File: config.mk
export PLATFORM = sky130hd
export DESIGN_NAME = rr_priority_encoder_flat
export DESIGN_NICKNAME = d
export VERILOG_FILES = /design/src/rtl/rr_priority_encoder_if.sv /design/src/rtl/rr_priority_encoder.sv /design/src/flat_wrapper.sv
export SDC_FILE = /design/constraint.sdc
export NUM_CORES = 1
export LEC_CHECK = 0
export CELL_PAD_IN_SITES_DETAIL_PLACEMENT = 1
export CELL_PAD_IN_SITES_GLOBAL_PLACEMENT = 2
export CORE_ASPECT_RATIO = 0.6
export CORE_MARGIN = 2
export CORE_UTILIZATION = 39
export CTS_CLUSTER_DIAMETER = 120
export DETAILED_ROUTE_END_ITERATION = 8
export DONT_BUFFER_PORTS = 1
export GPL_TIMING_DRIVEN = 0
export PLACE_DENSITY = 0.88
export SLEW_MARGIN = 20
export SYNTH_ARGS = -nofsm -noshare
export SYNTH_HDL_FRONTEND = slang
export SYNTH_SLANG_ARGS = --single-unit
File: constraint.sdc
create_clock -name i_clk -period 5 [get_ports i_clk]
set_clock_uncertainty 0.2 [all_clocks]
set_input_delay 0.75 -clock i_clk [delete_from_list [all_inputs] [get_ports i_clk]]
set_output_delay 0.75 -clock i_clk [all_outputs]
set_load 0.05 [all_outputs]
File: src/rtl/rr_priority_encoder_if.sv
// Handshake and data bundle for rr_priority_encoder: request side plus registered grant side.
// Handshake: a beat transfers on a rising edge where valid & ready are both high; a producer
// holding valid keeps its payload stable until that edge, and ready may depend on valid.
interface rr_pe_if #(
  parameter int WIDTH = 16
);
  localparam int IDX_W = $clog2(WIDTH);

  logic             i_flush;
  logic             i_valid;
  logic             o_ready;
  logic [WIDTH-1:0] i_req;
  logic             i_rr_en;
  logic             o_valid;
  logic             i_ready;
  logic [IDX_W-1:0] o_idx;
  logic [WIDTH-1:0] o_onehot;
  logic             o_zero;

  modport slave (
    input  i_flush, i_valid, i_req, i_rr_en, i_ready,
    output o_ready, o_valid, o_idx, o_onehot, o_zero
  );

  modport master (
    output i_flush, i_valid, i_req, i_rr_en, i_ready,
    input  o_ready, o_valid, o_idx, o_onehot, o_zero
  );
endinterface

File: src/rtl/rr_priority_encoder.sv
// Registered multi-hot priority encoder with fixed or round-robin priority and a single
// output stage; o_dbg_ptr exposes the round-robin pointer for observation.
module rr_priority_encoder #(
  parameter  int WIDTH     = 16,
  parameter  int RESET_PTR = 0,
  localparam int IDX_W     = $clog2(WIDTH)
) (
  input  logic             i_clk,
  input  logic             i_rst_n,
  rr_pe_if.slave           bus,
  output logic [IDX_W-1:0] o_dbg_ptr
);

  localparam logic [IDX_W-1:0] PTR_RST = IDX_W'(RESET_PTR);
  localparam logic [IDX_W-1:0] IDX_MAX = IDX_W'(WIDTH - 1);

  logic             valid_q, valid_d;
  logic             zero_q, zero_d;
  logic [IDX_W-1:0] idx_q, idx_d;
  logic [WIDTH-1:0] onehot_q, onehot_d;
  logic [IDX_W-1:0] ptr_q, ptr_d;

  logic             accept;
  logic             req_any;
  logic [IDX_W-1:0] win;
  logic             found;
  int               j;

  assign bus.o_ready = !valid_q || bus.i_ready;
  assign accept      = bus.i_valid && bus.o_ready;
  assign req_any     = |bus.i_req;

  // Scan starts at ptr (RR) or 0 (fixed) and wraps; first set bit wins.
  always_comb begin
    win   = '0;
    found = 1'b0;
    j     = 0;
    for (int k = 0; k < WIDTH; k++) begin
      j = bus.i_rr_en ? int'(ptr_q) + k : k;
      if (j >= WIDTH) j = j - WIDTH;
      if (!found && bus.i_req[j]) begin
        found = 1'b1;
        win   = IDX_W'(j);
      end
    end
  end

  always_comb begin
    valid_d  = valid_q;
    zero_d   = zero_q;
    idx_d    = idx_q;
    onehot_d = onehot_q;
    ptr_d    = ptr_q;
    if (bus.i_flush) begin
      valid_d  = 1'b0;
      zero_d   = 1'b0;
      idx_d    = '0;
      onehot_d = '0;
      ptr_d    = PTR_RST;
    end else if (accept) begin
      valid_d  = 1'b1;
      zero_d   = !req_any;
      idx_d    = req_any ? win : '0;
      onehot_d = req_any ? (WIDTH'(1) << win) : '0;
      if (bus.i_rr_en && req_any) begin
        ptr_d = (win == IDX_MAX) ? '0 : win + 1'b1;
      end
    end else if (valid_q && bus.i_ready) begin
      valid_d = 1'b0;
    end
  end

  always_ff @(posedge i_clk or negedge i_rst_n) begin
    if (!i_rst_n) begin
      valid_q  <= 1'b0;
      zero_q   <= 1'b0;
      idx_q    <= '0;
      onehot_q <= '0;
      ptr_q    <= PTR_RST;
    end else begin
      valid_q  <= valid_d;
      zero_q   <= zero_d;
      idx_q    <= idx_d;
      onehot_q <= onehot_d;
      ptr_q    <= ptr_d;
    end
  end

  assign bus.o_valid  = valid_q;
  assign bus.o_zero   = zero_q;
  assign bus.o_idx    = idx_q;
  assign bus.o_onehot = onehot_q;
  assign o_dbg_ptr    = ptr_q;

endmodule
File: src/flat_wrapper.sv
// flat-port wrapper written by rule: the top's interface ports become plain ports
module rr_priority_encoder_flat 
#(
  parameter  int WIDTH     = 16,
  parameter  int RESET_PTR = 0,
  localparam int IDX_W     = $clog2(WIDTH)
)
  (i_clk, i_rst_n, o_dbg_ptr, bus_i_flush, bus_i_valid, bus_i_req, bus_i_rr_en, bus_i_ready, bus_o_ready, bus_o_valid, bus_o_idx, bus_o_onehot, bus_o_zero);
  rr_pe_if #(.WIDTH(WIDTH)) bus_i ();
  input  logic i_clk;
  input  logic i_rst_n;
  output logic [IDX_W-1:0] o_dbg_ptr;
  input wire logic [$bits(bus_i.i_flush)-1:0] bus_i_flush;
  input wire logic [$bits(bus_i.i_valid)-1:0] bus_i_valid;
  input wire logic [$bits(bus_i.i_req)-1:0] bus_i_req;
  input wire logic [$bits(bus_i.i_rr_en)-1:0] bus_i_rr_en;
  input wire logic [$bits(bus_i.i_ready)-1:0] bus_i_ready;
  output wire logic [$bits(bus_i.o_ready)-1:0] bus_o_ready;
  output wire logic [$bits(bus_i.o_valid)-1:0] bus_o_valid;
  output wire logic [$bits(bus_i.o_idx)-1:0] bus_o_idx;
  output wire logic [$bits(bus_i.o_onehot)-1:0] bus_o_onehot;
  output wire logic [$bits(bus_i.o_zero)-1:0] bus_o_zero;
  assign bus_i.i_flush = bus_i_flush;
  assign bus_i.i_valid = bus_i_valid;
  assign bus_i.i_req = bus_i_req;
  assign bus_i.i_rr_en = bus_i_rr_en;
  assign bus_i.i_ready = bus_i_ready;
  assign bus_o_ready = bus_i.o_ready;
  assign bus_o_valid = bus_i.o_valid;
  assign bus_o_idx = bus_i.o_idx;
  assign bus_o_onehot = bus_i.o_onehot;
  assign bus_o_zero = bus_i.o_zero;
  rr_priority_encoder #(.WIDTH(WIDTH), .RESET_PTR(RESET_PTR)) u_core (.i_clk(i_clk), .i_rst_n(i_rst_n), .bus(bus_i), .o_dbg_ptr(o_dbg_ptr));
endmodule
==> results.toml, run 1 <==
[run_status]
status = "finished clean"

[sta]
post-route-min-period_ns = 4.93
slew_viol_final = 0
layout_setup_ws_ns = 0.0666
slew_headroom_pct = 27.9
tightest_slew_ns = 1.07
rsz0062_at_grt = "false"
fmax_mhz = 203
finalHoldViolations = 0
setup_viol = 0
timing.final.crit_share_pct = 98.7
fin_setup_tns_ns = 0

[route]
drc_errors = 0
wire_per_inst_um = 29.0
num_vias = 4934
antenna_left = 0
vias_per_cell = 7.30
routed_wl_um = 19600
dr.first_iter.drc_count = 645
drtPass1Iterations = 5

[place]
placed_area_mm2 = 0.00421
dp_slack_ns = -1.48
place_hpwl_um = 14000
routabilityCongestion = 0.986
io_buffer_count = 0

[clock_tree]
clkLatencyLatePin_ns = 0.26
cts_buffers = 3
clk_path_buf_depth = 2
h-tree-depth = 1
cts-root-buf = "clkbuf_16"
path_clk_slew_ns = 0.06
clkSinkCount = 26
cts_tree = "yes"

[setup_path]
critical_path_class = "in2reg"
critical_path_required_ns = 5.00
endpoint_kind = "flip-flop"
critPathArrivalTime_ns = 4.93
crit_fanout = 10
cp-start-kind = "input port"

[synth]
yosysWarnings = 0
synth_edf_count = 0
ys_top_cells_by_area = "dfrtp_1 (16%), mux2i_1 (6.9%), a21oi_1 (4.3%)"
synth_cell_types = 91
seq_area_frac_synth_pct = 16.1
syn_nets = 535
syn-cell-area_mm2 = 0.00404
synth.avg_cell_area_um2 = 7.99
synth_top_flop_cell = "dfrtp_1"
ys_ff_latch = 26
async_flop_share_pct = 100
yosysTopAreaCell = "dfrtp_1"
synthCells = 506
synth_top_area_share_pct = 16.1

[power]
p_clk_share_pct = 11.9
leakagePower_nw = 1.97
powerDensity_mw_per_mm2 = 304
irDropWorstVdd_mv = 0.147
p_sw_share_pct = 51.6
power.switching_uw = 783
seqPwrFrac_pct = 19.0
p_comb_share_pct = 69.1
power.internal_uw = 735

[grt]
grt_antenna_before_repair = 0
grt_first_pass_wirelength_um = 29600
busiest_layer = "met1"
grt.met2_usage_pct = 47.8
grt-ovfl-total = 0
track_usage_pct = 34.5
grt_util_met1_pct = 50.5
grt_pass1_vias = 4817
use_met3_pct = 13.1
grt_max_degree = 27

[cells_and_area]
layout_commonest_cell = "nand2_1"
n_antenna_cell = 0
post_route_cells_drive_above_1_share_pct = 28.5
nFillCells = 1190
area_delta_synth_final_pct = 23.7
nNetsFinal = 572
design_area_mm2 = 0.00500
mostFrequentLayoutCells = "nand2_1 (41), nor2_1 (39), buf_4 (33)"

[run]
max-cap-violations = 0

[die]
fp.coreArea_mm2 = 0.00998
ios = 49
fp-row-count = 28
die_h_um = 82.9
die-area_mm2 = 0.0112
dieWidth_um = 135
start_util_pct = 40.5

[worst_hold_path]
min_path_type = "in2async"
## kinds of logic after synthesis
kind of cell,Yosys count,share of synthesized area [%]
buffers and inverters,40,5.69
AND/OR/NAND/NOR,192,25.6
adder cells (fa/ha/maj),7,2.17
AO/OA/AOI/OAI,187,34.2
multiplexers,47,14.7
flip-flops,26,16.1
XOR/XNOR,7,1.52
## stage by stage
stage	power (mW)	util [%]	hold WS, ns	std cells
after floorplan	0.841	-	0.254	506
after CTS	1.40	48.0	0.0972	669
final	1.52	50.1	0.0952	676
after detailed placement	1.06	42.2	0.255	641
after global placement	1.04	42.2	0.255	641
after global routing	1.59	50.1	0.0948	676
## routing by layer
| layer | routed length, um | up-vias |
|---|---|---|
| li1 | - | 2068 |
| met1 | 8520 | 2450 |
| met2 | 7930 | 362 |
| met3 | 2690 | 54 |
| met4 | 442 | 0 |
| met5 | 0 | - |
## repair_timing
item	in CTS	in global routing
gates resized for setup	61	38
setup endpoints to repair	24	21
cloned	1	0
hold buffers	1	0
buffers inserted	24	9
endpoints found under the hold margin	26	0
pin swaps	10	5
## synthesized netlist by cell type (6+ instances only)
master    count
o211ai_1      8
clkbuf_1     12
and3_1       13
buf_2         6
mux2i_1      28
nor3_1        6
dfrtp_1      26
a21o_1        8
nor4_1        7
a21oi_1      35
ha_1          7
mux4_2        7
nand2b_1      6
and2_1       12
a211oi_1     11
a22o_1       20
o21ai_0      23
and3b_1       9
nor2_1       42
nand3_1      18
nand2_1      45
inv_1         9
mux2_2        6
a221oi_1      7
## registers in the layout, indices dropped and copies added, names as in the netlist
register / flops
u_core.bus.o_idx: 4
u_core.bus.o_onehot: 16
u_core.bus.o_valid: 1
u_core.bus.o_zero: 1
u_core.o_dbg_ptr: 4
## final cells by class
class,count,area [um2],share of cell area [%]
well taps,135,169,3.38
clock buffers,3,75.1,1.50
multi-input cells,441,3560,71.3
inverters,11,45.0,0.900
repair buffers,34,275,5.50
plain buffers,26,210,4.20
flip-flops and latches,26,663,13.3
## worst paths after layout
path / startpoint / endpoint / slack (ns) / cells past startpoint
setup / recovery: bus_i_rr_en / u_core.bus.o_onehot[8]$_DFFE_PN0P_ / 0.07 / 15
hold / removal: i_rst_n / u_core.o_dbg_ptr[1]$_DFFE_PN0P_ / 0.1 / 1
setup reg to reg: u_core.o_dbg_ptr[3]$_DFFE_PN0P_ / u_core.o_dbg_ptr[2]$_DFFE_PN0P_ / 0.11 / 13
hold reg to reg: u_core.bus.o_idx[1]$_DFFE_PN0P_ / u_core.bus.o_idx[1]$_DFFE_PN0P_ / 0.61 / 2
max in group asynchronous: i_rst_n / u_core.o_dbg_ptr[2]$_DFFE_PN0P_ / 4.34 / 1
min in group i_clk: bus_i_flush / u_core.bus.o_valid$_DFFE_PN0P_ / 0.34 / 1
## power by group through the flow
| stage | registers (mW) | logic [mW] | clock network [mW] |
|---|---|---|---|
| after floorplan | 0.285 | 0.556 | 0 |
| after global placement | 0.291 | 0.752 | 0 |
| after detailed placement | 0.292 | 0.764 | 0 |
| after CTS | 0.289 | 0.927 | 0.183 |
| after global routing | 0.291 | 1.10 | 0.198 |
| final | 0.289 | 1.05 | 0.180 |
## critical path: stages
cell and delay [ns]:
buf_4 0.17, buf_2 0.28, buf_4 0.24, buf_4 0.24, clkbuf_2 0.35, o32ai_1 0.16, a211o_1 0.38, o21ai_0 0.69
a211oi_1 0.11, or4_1 0.50, nor3b_4 0.20, a311oi_4 0.21, buf_4 0.19, and3_2 0.27, a22o_1 0.16
Note: power is estimated with default switching activity, not from simulation.
==> run 2: changes to the inputs <==
- RECOVER_POWER: not set -> 25
==> run 2 against run 1 <==
Via count is essentially flat. Largest power group unchanged. Design area shrank 0.33%. Wire length grew 0.11%. Combinational power is essentially flat. Sequential power is essentially flat. Die area is the same. Clock-buffer cell count is the same. Clock power is essentially flat. Core utilization shrank 0.16 points. Total power is essentially flat.
==> results.toml, run 2 (synthesis results as in run 1) <==
[sta]
fmax_mhz = 203
slew_viol_final = 0
rsz0062_at_grt = "false"
setup_viol = 0
timing.final.crit_share_pct = 98.4
tightest_slew_ns = 1.44
fin_setup_tns_ns = 0
slew_headroom_pct = 3.72
post-route-min-period_ns = 4.92
whs_ns = 0.338
finalHoldViolations = 0

[die]
fp.coreArea_mm2 = 0.00998
ios = 49
dieWidth_um = 135
die_h_um = 82.9
fp-row-count = 28
die-area_mm2 = 0.0112
start_util_pct = 40.5

[place]
io_buffer_count = 0
routabilityCongestion = 0.986
dp_cells = 641
place_hpwl_um = 14000

[setup_path]
critical_path_class = "in2reg"
crit_fanout = 10
critical_path_required_ns = 5.00
cp-start-kind = "input port"
critPathArrivalTime_ns = 4.92
endpoint_kind = "flip-flop"

[route]
drc_errors = 0
antenna_left = 0
num_vias = 4938
wire_per_inst_um = 29.0
routed_wl_um = 19600
dr.first_iter.drc_count = 645
drtPass1Iterations = 5
vias_per_cell = 7.30

[cells_and_area]
area_delta_synth_final_pct = 23.3
finalNonFillerCells = 676
final_util_pct = 49.9
n_antenna_cell = 0
nNetsFinal = 572
nFillCells = 1193
layout_commonest_cell = "nand2_1"
largest_register_ffs = 16
post_route_cells_drive_above_1_share_pct = 28.3
mostFrequentLayoutCells = "nand2_1 (41), nor2_1 (39), buf_4 (33)"

[grt]
grt_pass1_vias = 4817
grt-ovfl-total = 0
track_usage_pct = 34.5
grt_max_degree = 27
grt_first_pass_wirelength_um = 29600
grt_antenna_before_repair = 0

[power]
irDropWorstVdd_mv = 0.146
seqPwrFrac_pct = 19.0
p_sw_share_pct = 51.7
p_comb_share_pct = 69.1
leakagePower_nw = 1.96
power.total_mw = 1.52
power.internal_uw = 733
p_clk_share_pct = 11.9
powerDensity_mw_per_mm2 = 304
power.switching_uw = 785

[run]
max-cap-violations = 0

[clock_tree]
path_clk_slew_ns = 0.06
clk_path_buf_depth = 2
clkLatencyLatePin_ns = 0.26
cts-root-buf = "clkbuf_16"
clkSinkCount = 26
cts_buffers = 3
cts_tree = "yes"
h-tree-depth = 1

[run_status]
status = "finished clean"

[worst_hold_path]
min_path_type = "in2reg"
-- run 2: cell types whose count changed in the layout (fill, tap and decap cells not counted), sizes merged --
cell,change
buf,-1
clkbuf,+1
-- run 2: repair_timing --
item / in CTS / in global routing
resized for setup: 61 / 38
hold buffers: 1 / 0
pin swaps: 10 / 5
buffers inserted: 24 / 9
endpoints found under the hold margin: 26 / 0
cloned: 1 / 0
setup endpoints to repair: 24 / 21
-- run 2: through the flow --
| step | cell area, um2 | setup WS, ns |
|---|---|---|
| floorplan | 4040 | 0.00178 |
| global placement | 4210 | -1.40 |
| detailed placement | 4210 | -1.48 |
| CTS | 4800 | 0.0193 |
| global route | 4990 | 0.00315 |
| finish | 4990 | 0.0782 |
-- run 2: cell type report --
type | instances | area [um2] | area share [%]
Sequential cell | 26 | 663 | 13.3
Multi-Input combinational cell | 441 | 3560 | 71.5
Buffer | 26 | 210 | 4.22
Timing Repair Buffer | 34 | 259 | 5.19
Tap cell | 135 | 169 | 3.39
Inverter | 11 | 45.0 | 0.903
Clock buffer | 3 | 75.1 | 1.51
-- run 2: power by group through the flow --
stage          Sequential (mW)  Clock, mW  Combinational (mW)
3_3_place_gp             0.291          0               0.752
3_5_place_dp             0.292          0               0.764
4_1_cts                  0.289      0.183               0.927
6_report                 0.289      0.180                1.05
5_1_grt                  0.291      0.198                1.10
2_1_floorplan            0.285          0               0.556
-- run 2: worst paths after layout --
path	cells after the start	to	slack (ns)	startpoint
worst min register to register	2	u_core.bus.o_idx[1]$_DFFE_PN0P_	0.61	u_core.bus.o_idx[1]$_DFFE_PN0P_
worst max register to register	16	u_core.bus.o_onehot[8]$_DFFE_PN0P_	0.11	u_core.o_dbg_ptr[1]$_DFFE_PN0P_
max in group asynchronous	1	u_core.o_dbg_ptr[2]$_DFFE_PN0P_	2.97	i_rst_n
worst max-delay path	15	u_core.bus.o_onehot[8]$_DFFE_PN0P_	0.08	bus_i_rr_en
worst min-delay path	1	u_core.bus.o_valid$_DFFE_PN0P_	0.34	bus_i_flush
min in group asynchronous	1	u_core.o_dbg_ptr[1]$_DFFE_PN0P_	0.61	i_rst_n
-- run 2: metal layers --
| layer | share of wire (%) | track usage [%] |
|---|---|---|
| met1 | 44 | 50.5 |
| met2 | 41 | 47.8 |
| met3 | 13 | 13.1 |
| met4 | 2.0 | 7.01 |
| met5 | 0 | 0 |
-- run 2: critical path, cell delays in order --
cell      delay, ns
buf_4          0.18
buf_2          0.28
buf_4          0.23
buf_4          0.24
clkbuf_2       0.34
o32ai_1        0.15
a211o_1        0.38
o21ai_0        0.69
a211oi_1       0.11
or4_1          0.50
nor3b_4        0.20
a311oi_4       0.21
buf_4          0.20
and3_2         0.27
a22o_1         0.16
